File: src/rtl/lsu_mem_master_pkg.sv
// Shared definitions for the load/store unit: funct3 encodings and FSM states.
package riscv_lsu_pkg;

  localparam logic [2:0] F3_B  = 3'b000;
  localparam logic [2:0] F3_H  = 3'b001;
  localparam logic [2:0] F3_W  = 3'b010;
  localparam logic [2:0] F3_BU = 3'b100;
  localparam logic [2:0] F3_HU = 3'b101;

  typedef enum logic [1:0] {IDLE, ACCESS, RESP} lsu_state_t;

  // Unsigned variants exist only for loads; stores accept B/H/W.
  function automatic logic f3_legal(input logic we, input logic [2:0] f3);
    case (f3)
      F3_B, F3_H, F3_W: f3_legal = 1'b1;
      F3_BU, F3_HU:     f3_legal = !we;
      default:          f3_legal = 1'b0;
    endcase
  endfunction

endpackage

File: src/rtl/lsu_mem_master_if.sv
// Request/response handshake between the pipeline stage and the LSU.
interface lsu_mem_master_if;
  logic        req_valid;
  logic        req_ready;
  logic        req_we;
  logic [2:0]  req_funct3;
  logic [31:0] req_addr;
  logic [31:0] req_wdata;
  logic        rsp_valid;
  logic        rsp_ready;
  logic [31:0] rsp_rdata;
  logic        rsp_err;

  modport master (
    output req_valid, req_we, req_funct3, req_addr, req_wdata, rsp_ready,
    input  req_ready, rsp_valid, rsp_rdata, rsp_err
  );

  modport slave (
    input  req_valid, req_we, req_funct3, req_addr, req_wdata, rsp_ready,
    output req_ready, rsp_valid, rsp_rdata, rsp_err
  );
endinterface

File: src/rtl/lsu_mem_master_load_align.sv
// Shifts the read word down to the addressed byte and sign/zero extends by funct3.
module lsu_load_align
  import riscv_lsu_pkg::*;
(
  input  logic [1:0]  i_off,
  input  logic [2:0]  i_funct3,
  input  logic [31:0] i_mem_data,
  output logic [31:0] o_rdata
);

  logic [31:0] w_x;
  assign w_x = i_mem_data >> {i_off, 3'b000};

  // Extension select; unknown encodings never reach here as a valid response.
  always_comb begin
    o_rdata = w_x;
    case (i_funct3)
      F3_B:    o_rdata = {{24{w_x[7]}}, w_x[7:0]};
      F3_BU:   o_rdata = {24'd0, w_x[7:0]};
      F3_H:    o_rdata = {{16{w_x[15]}}, w_x[15:0]};
      F3_HU:   o_rdata = {16'd0, w_x[15:0]};
      default: o_rdata = w_x;
    endcase
  end

endmodule

File: src/rtl/lsu_mem_master.sv
// Load/store initiator for a 1-cycle-read word memory with byte enables.
// One request outstanding: IDLE -> ACCESS -> RESP, errors skip ACCESS.
module lsu_mem_master
  import riscv_lsu_pkg::*;
#(
  parameter int MEM_AW = 10
) (
  input  logic              i_clk,
  input  logic              i_rst,
  lsu_mem_master_if.slave   bus,
  output logic [MEM_AW-1:0] o_mem_addr,
  output logic              o_mem_rw_mode,
  output logic [31:0]       o_mem_write_data,
  output logic [3:0]        o_mem_byte_en,
  input  logic [31:0]       i_mem_data
);

  lsu_state_t          r_state, w_next;
  logic                r_we, r_err;
  logic [2:0]          r_f3;
  logic [MEM_AW+1:0]   r_addr;
  logic [31:0]         r_wdata;

  logic                w_accept, w_misal, w_oor, w_err;
  logic [1:0]          w_off;
  logic [3:0]          w_be;
  logic [31:0]         w_wd, w_load;

  assign w_accept = bus.req_valid && (r_state == IDLE);

  // Request classification is done on the incoming request so errors can skip ACCESS.
  assign w_misal = ((bus.req_funct3[1:0] == 2'b01) && bus.req_addr[0]) ||
                   ((bus.req_funct3[1:0] == 2'b10) && (bus.req_addr[1:0] != 2'b00));
  assign w_oor   = (bus.req_addr >> (MEM_AW + 2)) != 32'd0;
  assign w_err   = w_misal || w_oor || !f3_legal(bus.req_we, bus.req_funct3);

  // State register.
  always_ff @(posedge i_clk or posedge i_rst) begin
    if (i_rst) r_state <= IDLE;
    else       r_state <= w_next;
  end

  // Capture the request on acceptance; held until the next accept.
  always_ff @(posedge i_clk or posedge i_rst) begin
    if (i_rst) begin
      r_we    <= 1'b0;
      r_err   <= 1'b0;
      r_f3    <= '0;
      r_addr  <= '0;
      r_wdata <= '0;
    end else if (w_accept) begin
      r_we    <= bus.req_we;
      r_err   <= w_err;
      r_f3    <= bus.req_funct3;
      r_addr  <= bus.req_addr[MEM_AW+1:0];
      r_wdata <= bus.req_wdata;
    end
  end

  assign w_off      = r_addr[1:0];
  assign w_wd       = r_wdata << {w_off, 3'b000};
  // Address stays on the port through RESP so the memory keeps returning the same word.
  assign o_mem_addr = r_addr[MEM_AW+1:2];

  // Byte lanes for the registered store size.
  always_comb begin
    case (r_f3[1:0])
      2'b00:   w_be = 4'b0001 << w_off;
      2'b01:   w_be = 4'b0011 << w_off;
      default: w_be = 4'b1111;
    endcase
  end

  lsu_load_align u_align (
    .i_off      (w_off),
    .i_funct3   (r_f3),
    .i_mem_data (i_mem_data),
    .o_rdata    (w_load)
  );

  // Next state and outputs; memory writes only in ACCESS for a store.
  always_comb begin
    w_next           = r_state;
    bus.req_ready    = 1'b0;
    bus.rsp_valid    = 1'b0;
    bus.rsp_err      = 1'b0;
    bus.rsp_rdata    = '0;
    o_mem_rw_mode    = 1'b1;
    o_mem_byte_en    = '0;
    o_mem_write_data = '0;
    case (r_state)
      IDLE: begin
        bus.req_ready = 1'b1;
        if (bus.req_valid) w_next = w_err ? RESP : ACCESS;
      end
      ACCESS: begin
        w_next = RESP;
        if (r_we) begin
          o_mem_rw_mode    = 1'b0;
          o_mem_byte_en    = w_be;
          o_mem_write_data = w_wd;
        end
      end
      RESP: begin
        bus.rsp_valid = 1'b1;
        bus.rsp_err   = r_err;
        bus.rsp_rdata = (r_we || r_err) ? 32'd0 : w_load;
        if (bus.rsp_ready) w_next = IDLE;
      end
      default: w_next = IDLE;
    endcase
  end

endmodule

File: src/flat_wrapper.sv
// flat-port wrapper written by rule: the top's interface ports become plain ports
module lsu_mem_master_flat import riscv_lsu_pkg::*;
#(
  parameter int MEM_AW = 10
)
  (i_clk, i_rst, o_mem_addr, o_mem_rw_mode, o_mem_write_data, o_mem_byte_en, i_mem_data, bus_req_valid, bus_req_we, bus_req_funct3, bus_req_addr, bus_req_wdata, bus_rsp_ready, bus_req_ready, bus_rsp_valid, bus_rsp_rdata, bus_rsp_err);
  lsu_mem_master_if bus_i ();
  input  logic i_clk;
  input  logic i_rst;
  output logic [MEM_AW-1:0] o_mem_addr;
  output logic o_mem_rw_mode;
  output logic [31:0] o_mem_write_data;
  output logic [3:0] o_mem_byte_en;
  input  logic [31:0] i_mem_data;
  input wire logic [$bits(bus_i.req_valid)-1:0] bus_req_valid;
  input wire logic [$bits(bus_i.req_we)-1:0] bus_req_we;
  input wire logic [$bits(bus_i.req_funct3)-1:0] bus_req_funct3;
  input wire logic [$bits(bus_i.req_addr)-1:0] bus_req_addr;
  input wire logic [$bits(bus_i.req_wdata)-1:0] bus_req_wdata;
  input wire logic [$bits(bus_i.rsp_ready)-1:0] bus_rsp_ready;
  output wire logic [$bits(bus_i.req_ready)-1:0] bus_req_ready;
  output wire logic [$bits(bus_i.rsp_valid)-1:0] bus_rsp_valid;
  output wire logic [$bits(bus_i.rsp_rdata)-1:0] bus_rsp_rdata;
  output wire logic [$bits(bus_i.rsp_err)-1:0] bus_rsp_err;
  assign bus_i.req_valid = bus_req_valid;
  assign bus_i.req_we = bus_req_we;
  assign bus_i.req_funct3 = bus_req_funct3;
  assign bus_i.req_addr = bus_req_addr;
  assign bus_i.req_wdata = bus_req_wdata;
  assign bus_i.rsp_ready = bus_rsp_ready;
  assign bus_req_ready = bus_i.req_ready;
  assign bus_rsp_valid = bus_i.rsp_valid;
  assign bus_rsp_rdata = bus_i.rsp_rdata;
  assign bus_rsp_err = bus_i.rsp_err;
  lsu_mem_master #(.MEM_AW(MEM_AW)) u_core (.i_clk(i_clk), .i_rst(i_rst), .bus(bus_i), .o_mem_addr(o_mem_addr), .o_mem_rw_mode(o_mem_rw_mode), .o_mem_write_data(o_mem_write_data), .o_mem_byte_en(o_mem_byte_en), .i_mem_data(i_mem_data));
endmodule
File: config.mk
export PLATFORM = sky130hd
export DESIGN_NAME = lsu_mem_master_flat
export DESIGN_NICKNAME = d
export VERILOG_FILES = /design/src/rtl/lsu_mem_master_pkg.sv /design/src/rtl/lsu_mem_master_if.sv /design/src/rtl/lsu_mem_master_load_align.sv /design/src/rtl/lsu_mem_master.sv /design/src/flat_wrapper.sv
export SDC_FILE = /design/constraint.sdc
export NUM_CORES = 1
export LEC_CHECK = 0
export BUFFER_PORTS_ARGS = -buffer_cell sky130_fd_sc_hd__buf_2
export CORE_MARGIN = 3
export CORE_UTILIZATION = 46
export CTS_BUF_LIST = sky130_fd_sc_hd__clkbuf_4 sky130_fd_sc_hd__clkbuf_8 sky130_fd_sc_hd__clkbuf_16
export DETAILED_ROUTE_END_ITERATION = 12
export GPL_TIMING_DRIVEN = 0
export HOLD_SLACK_MARGIN = 0.15
export PLACE_DENSITY = 0.82
export SETUP_SLACK_MARGIN = 0.15
export SLEW_MARGIN = 20
export SYNTH_ARGS = -nofsm -noshare
export SYNTH_HDL_FRONTEND = slang
export SYNTH_SLANG_ARGS = --single-unit
File: constraint.sdc
create_clock -name i_clk -period 2.1 [get_ports i_clk]
set_input_delay 0.21 -clock i_clk [delete_from_list [all_inputs] [get_ports i_clk]]
set_output_delay 0.21 -clock i_clk [all_outputs]
set_load 0.1 [all_outputs]
==> reports/results.txt, run 1 <==
Outcome - aborted with a tool error
Stage reached - clock tree synthesis (4_1_cts)
Stop err - [ERROR DPL-0038] Utilization greater than 100%, impossible to legalize
Post-detail-place hpwl - 9.455 mm
# hold bufs at CTS - 46
Floorplan row count - 30
Post CTS Setup Buffer Count - 27
Area share of the largest cell type after synthesis - 37.13%
Sink count of the clock tree - 51
Synth area leaders - sky130_fd_sc_hd__dfrtp_1, sky130_fd_sc_hd__mux2_2, sky130_fd_sc_hd__mux2i_1, sky130_fd_sc_hd__a211oi_1, sky130_fd_sc_hd__nor2_1
Maximum level of the CTS H-tree - 2
Distinct cells, synth - 36
Register bit total from synthesis - 51
Synth Instances - 360
Sequential area share after synthesis - 37.13%
Cts repair resizes - 405
Async set-or-reset flop fraction in the synthesized netlist - 100.0%
Global placer's final weighted congestion - 0.8868
Yosys warning total - 0
Number of buffers on the longest clock path - 2
Initial core utilization - 48.97%
Flip-flop cell with the highest count after synthesis - sky130_fd_sc_hd__dfrtp_1
Most numerous cell types in the synthesized netlist - sky130_fd_sc_hd__dfrtp_1, sky130_fd_sc_hd__mux2_2, sky130_fd_sc_hd__nor2_1, sky130_fd_sc_hd__mux2i_1, sky130_fd_sc_hd__a211oi_1
Top-Level Pins - 186
Syn_nets - 464
Number of enable-type register cells in the synthesized netlist - 0
Most numerous cell in the Yosys netlist - sky130_fd_sc_hd__dfrtp_1
Clock root buffer - sky130_fd_sc_hd__clkbuf_8
Buffers on Ports - 185
Most area-hungry cell type in the Yosys netlist - sky130_fd_sc_hd__dfrtp_1
Cts bufs inserted - 5
Area of the mapped netlist - 3437 um^2
Die boundary width - 92.44 um
Synthesized area per cell - 9.547 um^2
Die height - 92.44 um
[metrics by stage]
| stage | worst slack (ns) | hold WS [ns] | cells | instance area (um^2) | utilization [%] |
|---|---|---|---|---|---|
| 3_5_place_dp | -0.5554 | 0.2884 | 642 | 5271 | 75.10 |
| 2_1_floorplan | -0.2602 | 0.3268 | 360 | 4205 | - |
| 3_3_place_gp | -0.4975 | 0.4412 | 641 | 5251 | 74.81 |
[kinds of logic after synthesis]
| family | synth area share, % |
|---|---|
| multiplexers | 25.37 |
| AND/OR/NAND/NOR | 15.03 |
| AO/OA/AOI/OAI | 16.02 |
| buffers and inverters | 6.443 |
| flip-flops | 37.13 |
==> run 2, diff against run 1 <==
CORE_UTILIZATION = 40   (was 46)
CTS_BUF_LIST = not set   (was sky130_fd_sc_hd__clkbuf_4 sky130_fd_sc_hd__clkbuf_8 sky130_fd_sc_hd__clkbuf_16)
HOLD_SLACK_MARGIN = not set   (was 0.15)
PLACE_DENSITY = not set   (was 0.82)
PLACE_DENSITY_LB_ADDON = 0.15   (was not set)
SETUP_SLACK_MARGIN = not set   (was 0.15)
==> reports/results.txt, run 2 <==
Most area-hungry cell type in the Yosys netlist - sky130_fd_sc_hd__dfrtp_1
Synth Instances - 360 (unchanged)
Violations in the final reports - negative setup slack
Avg WL per Cell - 21.75 um
Outcome - finished with violations
Clock tree skew after final layout - 0.009345 ns
Cts bufs inserted - 5 (unchanged)
Synthesized area per cell - 9.547 um^2 (unchanged)
Vias in the first global route - 4237
Util after Layout - 87.03%
Leading cell type in the layout, fill and taps excluded - sky130_fd_sc_hd__buf_2
Largest fanout of any net on the critical path - 8
Buffers on Ports - 185 (unchanged)
Initial core utilization - 41.41% (-7.6 points)
Number of vias in the routed layout - 3916
Synth area leaders - sky130_fd_sc_hd__dfrtp_1, sky130_fd_sc_hd__mux2_2, sky130_fd_sc_hd__mux2i_1, sky130_fd_sc_hd__a211oi_1, sky130_fd_sc_hd__nor2_1
Power per cell area - 713.3 nW/um^2
DRC viols - 0
Critical Path Sink Type - primary output
Area share of the largest cell type after synthesis - 37.13% (unchanged)
Worst Max-Slew Pin Slew - 0.4951 ns
Time the worst path needs with I/O delays and setup - 2.549 ns
Final Max Tran Viols - 0
Min-Delay Path Class - primary input to register
Area of the die - 9741 um^2
Largest delay share family, worst path - simple AND/OR/NAND/NOR gates
Drt total wl - 15.33 mm
Most frequent cells in the layout - sky130_fd_sc_hd__buf_2, sky130_fd_sc_hd__buf_12, sky130_fd_sc_hd__dfrtp_1, sky130_fd_sc_hd__mux2_2, sky130_fd_sc_hd__buf_4
Maximum level of the CTS H-tree - 2 (unchanged)
Arrival time of data at the critical path endpoint - 2.34 ns
Core area - 8299 um^2
Clock root buffer - sky130_fd_sc_hd__clkbuf_8
Count of endpoints failing hold in the final timing report - 0
Total track usage - 29.39%
CTS tree - yes
Die height - 98.70 um (+6.8%)
Yosys warning total - 0 (unchanged)
Distinct cells, synth - 36 (unchanged)
Path type of the worst setup path - register to primary output
Sequential area share after synthesis - 37.13% (unchanged)
Via/cell ratio - 5.555
Relative area change from synthesis to final layout - 110.2%
Area of the mapped netlist - 3437 um^2 (unchanged)
First-pass iteration count of the detailed router - 4
Global placer's final weighted congestion - 0.8824 (-0.50%)
Setup crit start kind - register
Final Instance Area - 7223 um^2
Top-Level Pins - 186 (unchanged)
Worst setup slack after placement - -0.6473 ns (-0.09196 ns)
NumNets Final - 703
Sink count of the clock tree - 51 (unchanged)
Peak ir drop on the vdd network - 0.7353 mV
Number of enable-type register cells in the synthesized netlist - 0 (unchanged)
Most numerous cell in the Yosys netlist - sky130_fd_sc_hd__dfrtp_1
Post-placement cell area - 5134 um^2 (-2.6%)
Relative slew slack - 67.22%
Critical Path Max Stage Delay - 0.59 ns
Worst-path clk slew - 0.10 ns
Syn_nets - 464 (unchanged)
Share of post-route cells with drive strength above 1 - 75.50%
Most numerous cell types in the synthesized netlist - sky130_fd_sc_hd__dfrtp_1, sky130_fd_sc_hd__mux2_2, sky130_fd_sc_hd__nor2_1, sky130_fd_sc_hd__mux2i_1, sky130_fd_sc_hd__a211oi_1
Antenna Cells - 0
Maximum number of pins on one net before global-route repair - 35
Number of buffers on the longest clock path - 2 (unchanged)
Critical-path cell with the highest stage delay - sky130_fd_sc_hd__or4b_4
Source-to-sink clock delay at the later pin of the worst-skew pair - 0.31 ns
Die boundary width - 98.70 um (+6.8%)
Highest clock rate - 0.3923 GHz
Total gr overflow - 0
WP buf/inv - 1
Setup-violating endpoint count in the final report - 64
DRT iter0 DRCs - 159
Floorplan row count - 33 (+10%)
Largest register FFs - 32
Remaining antenna violation count after routing - 0
Cells traversed along the worst timing path - or4b_4, or3_4, nor2_8, a21o_4, buf_12
Post-detail-place hpwl - 9.341 mm (-1.2%)
Wire length of the first global-routing pass - 22.63 mm
Register bit total from synthesis - 51 (unchanged)
RSZ-0062 raised after global routing - true
Post-route insts no fill - 705
Largest registers ranked by flip-flop count - u_core.r_wdata x32, u_core.r_addr x12, u_core.r_f3 x3
Top register by number of flip-flops - u_core.r_wdata
Antenna violations before repair - 0
Number of maximum-capacitance constraint violations - 0
Total placed cells including tap cells - 651 (+1.4%)
Async set-or-reset flop fraction in the synthesized netlist - 100.0% (unchanged)
Period utilisation layout - 121.4%
Setup Total Neg Slack - -16.82 ns
Endpoint required time on the critical path - 1.89 ns
Minimum setup slack in the final design - -0.4491 ns
Leak Pwr - 2.998 nW
Flip-flop cell with the highest count after synthesis - sky130_fd_sc_hd__dfrtp_1
## run 2: cell counts after synthesis
No cell type changed its count.
## run 2: worst paths after layout
check | from | to | slack [ns] | depth (start not counted)
worst max-delay path | u_core.r_state[0]$_DFFE_PP0P_ | bus_rsp_rdata[24] | -0.45 | 5
worst min-delay path | bus_req_addr[7] | u_core.r_addr[7]$_DFFE_PP0P_ | 0.12 | 2
worst max register to register | u_core.r_state[1]$_DFFE_PP0P_ | u_core.r_wdata[6]$_DFFE_PP0P_ | 0.07 | 7
worst min register to register | u_core.r_wdata[26]$_DFFE_PP0P_ | u_core.r_wdata[26]$_DFFE_PP0P_ | 0.51 | 1
max in group asynchronous | i_rst | u_core.r_wdata[26]$_DFFE_PP0P_ | 1.12 | 4
min in group asynchronous | i_rst | u_core.r_addr[0]$_DFFE_PP0P_ | 0.44 | 3
## run 2: layout make-up
type | instances | area, um^2
buffer | 35 | 341.6
clock buffer | 7 | 76.32
clock inverter | 1 | 5.005
fill | 379 | 1076
inverter | 5 | 18.77
multi-input combinational | 265 | 2870
sequential | 51 | 1279
tap | 105 | 131.4
timing repair buffer | 236 | 2501
## run 2: what timing repair did
action                                  CTS  global route
resized for setup                       362            56
endpoints found under the setup margin   68            69
endpoints found under the hold margin    17             0
gates cloned                              2             2
pin swaps                                21            30
hold buffers                              1             0
setup buffers                            26            19
## run 2: kinds of logic (layout without fill, tap and decap cells)
logic type	count (synthesis)	count (layout)	share of synthesized area (%)
simple gates	98	98	15.03
compound gates	87	87	16.02
mux	80	80	25.37
flops	51	51	37.13
buf+inv	44	284	6.443
## run 2: worst register-to-register path: stages, from the launching register on
cell and delay (ns):
sky130_fd_sc_hd__dfrtp_1 0.42, sky130_fd_sc_hd__buf_6 0.13, sky130_fd_sc_hd__buf_4 0.14, sky130_fd_sc_hd__nor2_4 0.13, sky130_fd_sc_hd__and2_1 0.14, sky130_fd_sc_hd__clkbuf_1 0.18
sky130_fd_sc_hd__clkbuf_1 0.40, sky130_fd_sc_hd__mux2_2 0.39
## run 2: report_power, final
| part | leakage, nW | internal, mW | switching (mW) |
|---|---|---|---|
| logic | 2.36 | 1.35 | 1.74 |
| registers | 0.595 | 1.22 | 0.272 |
| clock network | 0.0422 | 0.235 | 0.330 |
| total | 3.00 | 2.81 | 2.34 |
## run 2: metrics by stage
stage | hold slack [ns] | total power [mW]
floorplan | 0.3268 | 3.108
global placement | 0.4420 | 3.511
detailed placement | 0.2290 | 3.573
CTS | 0.1227 | 4.707
global route | 0.1258 | 5.368
finish | 0.1247 | 5.152
## run 2: layer usage
metal  share of wire [%]  vias to the layer above  global-route usage, %
met4                 4.6                        0                  12.18
li1                    -                     1747                      -
met2                  53                      197                  52.73
met1                  36                     1915                  34.49
met5                   0                        -                      0
met3                 6.2                       57                  5.237
(Power assumes the default switching activity.)
==> run 3, diff against run 2 <==
BUFFER_PORTS_ARGS = -buffer_cell sky130_fd_sc_hd__clkbuf_2   (was -buffer_cell sky130_fd_sc_hd__buf_2)
CORE_ASPECT_RATIO = 1.75   (was not set)
==> reports/results.txt, run 3 (same netlist as run 2, synthesis figures left out) <==
Outcome - finished with violations
Violations in the final reports - negative setup slack
Power per cell area - 731.7 nW/um^2 (+2.6%)
Sink count of the clock tree - 51 (unchanged)
Most frequent cells in the layout - sky130_fd_sc_hd__clkbuf_2, sky130_fd_sc_hd__clkbuf_16, sky130_fd_sc_hd__dfrtp_1, sky130_fd_sc_hd__mux2_2, sky130_fd_sc_hd__buf_4
Setup crit start kind - register
Die height - 128.6 um (+30%)
Critical Path Sink Type - primary output
First-pass iteration count of the detailed router - 5 (+1)
Relative slew slack - 56.86% (-10 points)
Core area - 8313 um^2 (+0.17%)
Via/cell ratio - 6.105 (+9.9%)
Share of post-route cells with drive strength above 1 - 76.31% (+0.81 points)
Psw - 2.590 mW (+11%)
Clock tree skew after final layout - 0.002726 ns (-0.006619 ns)
Largest fanout of any net on the critical path - 8 (unchanged)
Layout filler cell count - 270 (-29%)
Met3 global-route usage - 7.633% (+2.4 points)
DRC viols - 0 (unchanged)
Highest clock rate - 0.3719 GHz (-5.2%)
Period utilisation layout - 128.0% (+6.6 points)
Wire length of the first global-routing pass - 26.48 mm (+17%)
Cts bufs inserted - 5 (unchanged)
Worst-path clk slew - 0.07 ns (-0.03 ns)
Buffers on Ports - 185 (unchanged)
Min-Delay Path Class - primary input to register
Count of endpoints failing hold in the final timing report - 0 (unchanged)
Clock root buffer - sky130_fd_sc_hd__clkbuf_16
Leading cell type in the layout, fill and taps excluded - sky130_fd_sc_hd__clkbuf_2
RSZ-0062 raised after global routing - true
Source-to-sink clock delay at the later pin of the worst-skew pair - 0.29 ns (-0.02 ns)
Leak Pwr - 3.185 nW (+6.2%)
Total track usage - 35.55% (+6.2 points)
Relative area change from synthesis to final layout - 123.6%
Top-Level Pins - 186 (unchanged)
Worst Max-Slew Pin Slew - 0.6433 ns (+0.1482 ns)
Path type of the worst setup path - register to primary output
Critical-path cell with the highest stage delay - sky130_fd_sc_hd__or4b_4
Minimum setup slack in the final design - -0.5887 ns (-0.1396 ns)
WHS - 0.1475 ns (+0.02275 ns)
Met2 layer usage reported by global route - 68.51% (+16 points)
Cells traversed along the worst timing path - or4b_4, or3_4, buf_12, nor2_8, a21o_4, clkbuf_16
Worst setup slack after placement - -0.8343 ns (-0.1870 ns)
Drt total wl - 20.15 mm (+31%)
Util after Layout - 92.46% (+5.4 points)
Comb pwr share - 57.2% (-2.8 points)
Total gr overflow - 0 (unchanged)
Top register by number of flip-flops - u_core.r_wdata
Critical Path Max Stage Delay - 0.58 ns (about the same)
Peak ir drop on the vdd network - 0.6952 mV (-5.5%)
Number of buffers on the longest clock path - 2 (unchanged)
Remaining antenna violation count after routing - 0 (unchanged)
Avg WL per Cell - 28.55 um (+31%)
Endpoint required time on the critical path - 1.89 ns (about the same)
Maximum level of the CTS H-tree - 2 (unchanged)
Met1 global-route usage - 34.09% (-0.39 points)
Post-placement cell area - 5174 um^2 (+0.78%)
Share of total power in the clock network - 15.2% (+4.2 points)
Number of vias in the routed layout - 4310 (+10%)
Die boundary width - 76.07 um (-23%)
Vias in the first global route - 4582 (+8.1%)
Largest registers ranked by flip-flop count - u_core.r_wdata x32, u_core.r_addr x12, u_core.r_f3 x3
CTS tree - yes
Antenna Cells - 0 (unchanged)
Time the worst path needs with I/O delays and setup - 2.689 ns (+0.1396 ns)
Area of the die - 9785 um^2 (+0.45%)
Largest register FFs - 32 (unchanged)
Area taken by flip-flops and latches - 1280 um^2 (about the same)
Final Instance Area - 7686 um^2 (+6.4%)
Initial core utilization - 41.35% (-0.069 points)
Post-detail-place hpwl - 9.467 mm (+1.3%)
Multi-input combinational cell area - 2945 um^2 (+2.6%)
DRT iter0 DRCs - 262 (+65%)
Arrival time of data at the critical path endpoint - 2.48 ns (+0.14 ns)
Antenna violations before repair - 0 (unchanged)
NumNets Final - 694 (-1.3%)
Cell-internal power - 3.033 mW (+8.0%)
Setup Total Neg Slack - -19.87 ns (-3.051 ns)
Final Max Tran Viols - 0 (unchanged)
Proportion of total power due to net switching - 46.06% (+0.60 points)
Global placer's final weighted congestion - 0.8229 (-6.7%)
Number of maximum-capacitance constraint violations - 0 (unchanged)
Part of the power in registers - 27.6% (-1.4 points)
Maximum number of pins on one net before global-route repair - 30 (-14%)
Most used routing layer - met2
Floorplan row count - 44 (+33%)
Setup-violating endpoint count in the final report - 68 (+6.3%)
[run 3: cell count changes in the layout (fill, tap and decap cells not counted), sizes merged]
cell / change
clkbuf: +179
bufbuf: -1
clkinv: -1
buf: -186
[run 3: worst paths after layout]
check	start	endpoint	slack, ns	cells after the start
hold / removal	bus_req_wdata[7]	u_core.r_wdata[7]$_DFFE_PP0P_	0.15	2
setup reg to reg	u_core.r_state[0]$_DFFE_PP0P_	u_core.r_wdata[8]$_DFFE_PP0P_	0.09	6
hold reg to reg	u_core.r_addr[4]$_DFFE_PP0P_	u_core.r_addr[4]$_DFFE_PP0P_	0.51	1
setup / recovery	u_core.r_state[0]$_DFFE_PP0P_	bus_rsp_rdata[24]	-0.59	6
max in group asynchronous	i_rst	u_core.r_wdata[28]$_DFFE_PP0P_	1.18	5
min in group asynchronous	i_rst	u_core.r_addr[2]$_DFFE_PP0P_	0.37	3
[run 3: stage by stage]
step | cells | power, mW
6_report | 706 | 5.624
5_1_grt | 706 | 5.773
4_1_cts | 696 | 4.975
3_5_place_dp | 662 | 3.591
3_3_place_gp | 660 | 3.523
2_1_floorplan | 360 | 3.108
[run 3: area by class of cell]
| type | instances | share of cell area [%] |
|---|---|---|
| flip-flops and latches | 51 | 16.65 |
| repair buffers | 228 | 36.69 |
| multi-input cells | 265 | 38.32 |
| well taps | 115 | 1.872 |
| inverters | 5 | 0.2442 |
| plain buffers | 34 | 4.184 |
| clock buffers | 8 | 2.035 |
[run 3: worst max-delay path: cells and delay by family (launching register included)]
kind                   cells  cell delay [ns]
buffers and inverters      2             0.35
flip-flops                 1             0.42
AND/OR/NAND/NOR            3             1.22
AO/OA/AOI/OAI              1             0.19
[run 3: timing repair]
item / CTS / global route
setup buffers: 24 / 16
hold buffers: 1 / 0
cloned: 3 / 0
pin swaps: 22 / 27
gates resized for setup: 314 / 72
setup endpoints to repair: 69 / 69
endpoints found under the hold margin: 31 / 0
[run 3: layer usage]
| layer | routed length, um | part of all wire, % |
|---|---|---|
| met5 | 0 | 0 |
| met4 | 1586 | 7.9 |
| met3 | 1409 | 7.0 |
| met2 | 10760 | 53 |
| met1 | 6397 | 32 |
[run 3: power by group through the flow]
| stage | clock network (mW) | registers, mW | logic [mW] |
|---|---|---|---|
| after floorplan | 0 | 1.37 | 1.74 |
| after global placement | 0 | 1.41 | 2.11 |
| after detailed placement | 0 | 1.42 | 2.17 |
| after CTS | 0.870 | 1.46 | 2.65 |
| after global routing | 0.908 | 1.57 | 3.30 |
| final | 0.857 | 1.55 | 3.22 |
==> run 4, diff against run 3 <==
CAP_MARGIN = 20   (was not set)
PLACE_DENSITY = 0.75   (was not set)
PLACE_DENSITY_LB_ADDON = not set   (was 0.15)
==> reports/results.txt, run 4 (same netlist as run 2, synthesis figures left out) <==
Number of vias in the routed layout - 4583 (+6.3%)
Power per cell area - 751.9 nW/um^2 (+2.8%)
Share of post-route cells with drive strength above 1 - 77.22% (+0.91 points)
Leading cell type in the layout, fill and taps excluded - sky130_fd_sc_hd__clkbuf_2
Number of maximum-capacitance constraint violations - 0 (unchanged)
Leak Pwr - 3.240 nW (+1.7%)
Setup crit start kind - register
Clock root buffer - sky130_fd_sc_hd__clkbuf_16
Clock tree skew after final layout - 0.01046 ns (+0.007737 ns)
Min-Delay Path Class - primary input to register
Critical-path cell with the highest stage delay - sky130_fd_sc_hd__or4b_4
Critical Path Sink Type - primary output
Core area - 8313 um^2 (unchanged)
Worst Max-Slew Pin Slew - 0.5807 ns (-0.06256 ns)
NumNets Final - 700 (+0.86%)
Path type of the worst setup path - register to primary output
Arrival time of data at the critical path endpoint - 2.41 ns (-0.07 ns)
Violations in the final reports - negative setup slack
DRT iter0 DRCs - 394 (+50%)
First-pass iteration count of the detailed router - 5 (unchanged)
Minimum setup slack in the final design - -0.5239 ns (+0.06484 ns)
Worst setup slack after placement - -0.8130 ns (+0.02130 ns)
Worst-path clk slew - 0.07 ns (about the same)
Wire length of the first global-routing pass - 28.76 mm (+8.6%)
Cell-internal power - 3.104 mW (+2.3%)
Number of buffers on the longest clock path - 2 (unchanged)
Total placed cells including tap cells - 661 (-0.15%)
Antenna Cells - 0 (unchanged)
Highest clock rate - 0.3811 GHz (+2.5%)
Total track usage - 39.12% (+3.6 points)
RSZ-0062 raised after global routing - true
Final Max Tran Viols - 0 (unchanged)
Endpoint required time on the critical path - 1.89 ns (about the same)
Share of total power in the clock network - 15.1% (about the same)
Time the worst path needs with I/O delays and setup - 2.624 ns (-0.06484 ns)
Largest fanout of any net on the critical path - 8 (unchanged)
Initial core utilization - 41.35% (unchanged)
Post-route insts no fill - 712 (+0.85%)
Die boundary width - 76.07 um (unchanged)
Final Instance Area - 7809 um^2 (+1.6%)
Drt total wl - 23.00 mm (+14%)
Relative slew slack - 61.29% (+4.4 points)
Most frequent cells in the layout - sky130_fd_sc_hd__clkbuf_2, sky130_fd_sc_hd__clkbuf_16, sky130_fd_sc_hd__dfrtp_1, sky130_fd_sc_hd__mux2_2, sky130_fd_sc_hd__buf_4
Cells traversed along the worst timing path - or4b_4, or3_4, nor2_8, a21o_4, clkbuf_16
Psw - 2.768 mW (+6.8%)
Relative area change from synthesis to final layout - 127.2%
Buffers on Ports - 185 (unchanged)
Floorplan row count - 44 (unchanged)
Global placer's final weighted congestion - 0.8599 (+4.5%)
Antenna violations before repair - 0 (unchanged)
Avg WL per Cell - 32.30 um (+13%)
Setup-violating endpoint count in the final report - 115 (+69%)
Maximum number of pins on one net before global-route repair - 30 (unchanged)
Total gr overflow - 0 (unchanged)
Remaining antenna violation count after routing - 0 (unchanged)
Part of the power in registers - 26.6% (-1.0 points)
Outcome - finished with violations
CTS tree - yes
Top register by number of flip-flops - u_core.r_wdata
Count of endpoints failing hold in the final timing report - 0 (unchanged)
Post-detail-place hpwl - 9.652 mm (+2.0%)
Critical Path Max Stage Delay - 0.58 ns (about the same)
Proportion of total power due to net switching - 47.14% (+1.1 points)
Largest registers ranked by flip-flop count - u_core.r_wdata x32, u_core.r_addr x12, u_core.r_f3 x3
Period utilisation layout - 124.9% (-3.1 points)
Area of the die - 9785 um^2 (unchanged)
Util after Layout - 93.93% (+1.5 points)
Sink count of the clock tree - 51 (unchanged)
Vias in the first global route - 4708 (+2.7%)
Die height - 128.6 um (unchanged)
Post-placement cell area - 5146 um^2 (-0.53%)
Source-to-sink clock delay at the later pin of the worst-skew pair - 0.31 ns (+0.02 ns)
Maximum level of the CTS H-tree - 2 (unchanged)
Comb pwr share - 58.3% (+1.1 points)
Cts bufs inserted - 5 (unchanged)
Top-Level Pins - 186 (unchanged)
Via/cell ratio - 6.437 (+5.4%)
DRC viols - 0 (unchanged)
Peak ir drop on the vdd network - 0.9908 mV (+43%)
Largest register FFs - 32 (unchanged)
-- run 4: cell types whose count changed in the layout (fill, tap and decap cells not counted), moves of 5 or more --
cell and change:
sky130_fd_sc_hd__a211oi_1 -5, sky130_fd_sc_hd__clkbuf_16 +6, sky130_fd_sc_hd__mux2i_2 -6, sky130_fd_sc_hd__buf_4 +11
sky130_fd_sc_hd__mux2i_1 +6
-- run 4: area by class of cell --
cell class              instances  area [um^2]
multi-input cells             265         2995
inverters                       5        18.77
well taps                     115        143.9
fillers                       223        504.2
clock buffers                   8        156.4
flip-flops and latches         51         1279
plain buffers                  31        316.6
repair buffers                237         2899
-- run 4: final timing paths --
kind,startpoint,to,slack (ns),cells past startpoint
worst max-delay path,u_core.r_state[0]$_DFFE_PP0P_,bus_rsp_rdata[25],-0.52,5
worst min-delay path,bus_req_addr[6],u_core.r_addr[6]$_DFFE_PP0P_,0.15,2
worst max register to register,u_core.r_state[1]$_DFFE_PP0P_,u_core.r_wdata[7]$_DFFE_PP0P_,-0.33,8
worst min register to register,u_core.r_addr[9]$_DFFE_PP0P_,u_core.r_addr[9]$_DFFE_PP0P_,0.51,1
max in group asynchronous,i_rst,u_core.r_wdata[18]$_DFFE_PP0P_,1.04,4
min in group asynchronous,i_rst,u_core.r_wdata[31]$_DFFE_PP0P_,0.50,3
-- run 4: per-stage QoR --
| step | hold slack, ns | TNS (ns) | power, mW |
|---|---|---|---|
| after floorplan | 0.3268 | -8.917 | 3.108 |
| after global placement | 0.4425 | -23.50 | 3.516 |
| after detailed placement | 0.2592 | -25.59 | 3.579 |
| after CTS | 0.1398 | -14.93 | 5.186 |
| after global routing | 0.1468 | -31.15 | 5.975 |
| final | 0.1460 | -29.65 | 5.872 |
-- run 4: metal layers --
layer / global-route usage [%] / routed length [um] / up-vias
met2: 69.93 / 11470 / 471
met3: 8.473 / 2133 / 159
met1: 40.84 / 7322 / 2213
met5: 0 / 0 / -
met4: 27.21 / 2068 / 0
li1: - / - / 1740
-- run 4: critical path, delay by kind of cell (launching register included) --
family | cells | cell delay, ns
flops | 1 | 0.41
buf+inv | 1 | 0.20
simple gates | 3 | 1.31
compound gates | 1 | 0.19
-- run 4: power groups by stage --
stage	clock [mW]	combinational, mW	sequential [mW]
after floorplan	0	1.74	1.37
after global placement	0	2.11	1.41
after detailed placement	0	2.16	1.42
after CTS	0.870	2.85	1.46
after global routing	0.924	3.48	1.57
final	0.887	3.42	1.56
-- run 4: repair_timing --
| action | CTS | global route |
|---|---|---|
| pin swaps | 26 | 27 |
| gates resized for setup | 343 | 55 |
| setup buffers | 31 | 19 |
| hold buffers | 1 | 0 |
| endpoints found under the setup margin | 69 | 69 |
| hold endpoints to repair | 22 | 0 |
| cloned | 1 | 2 |
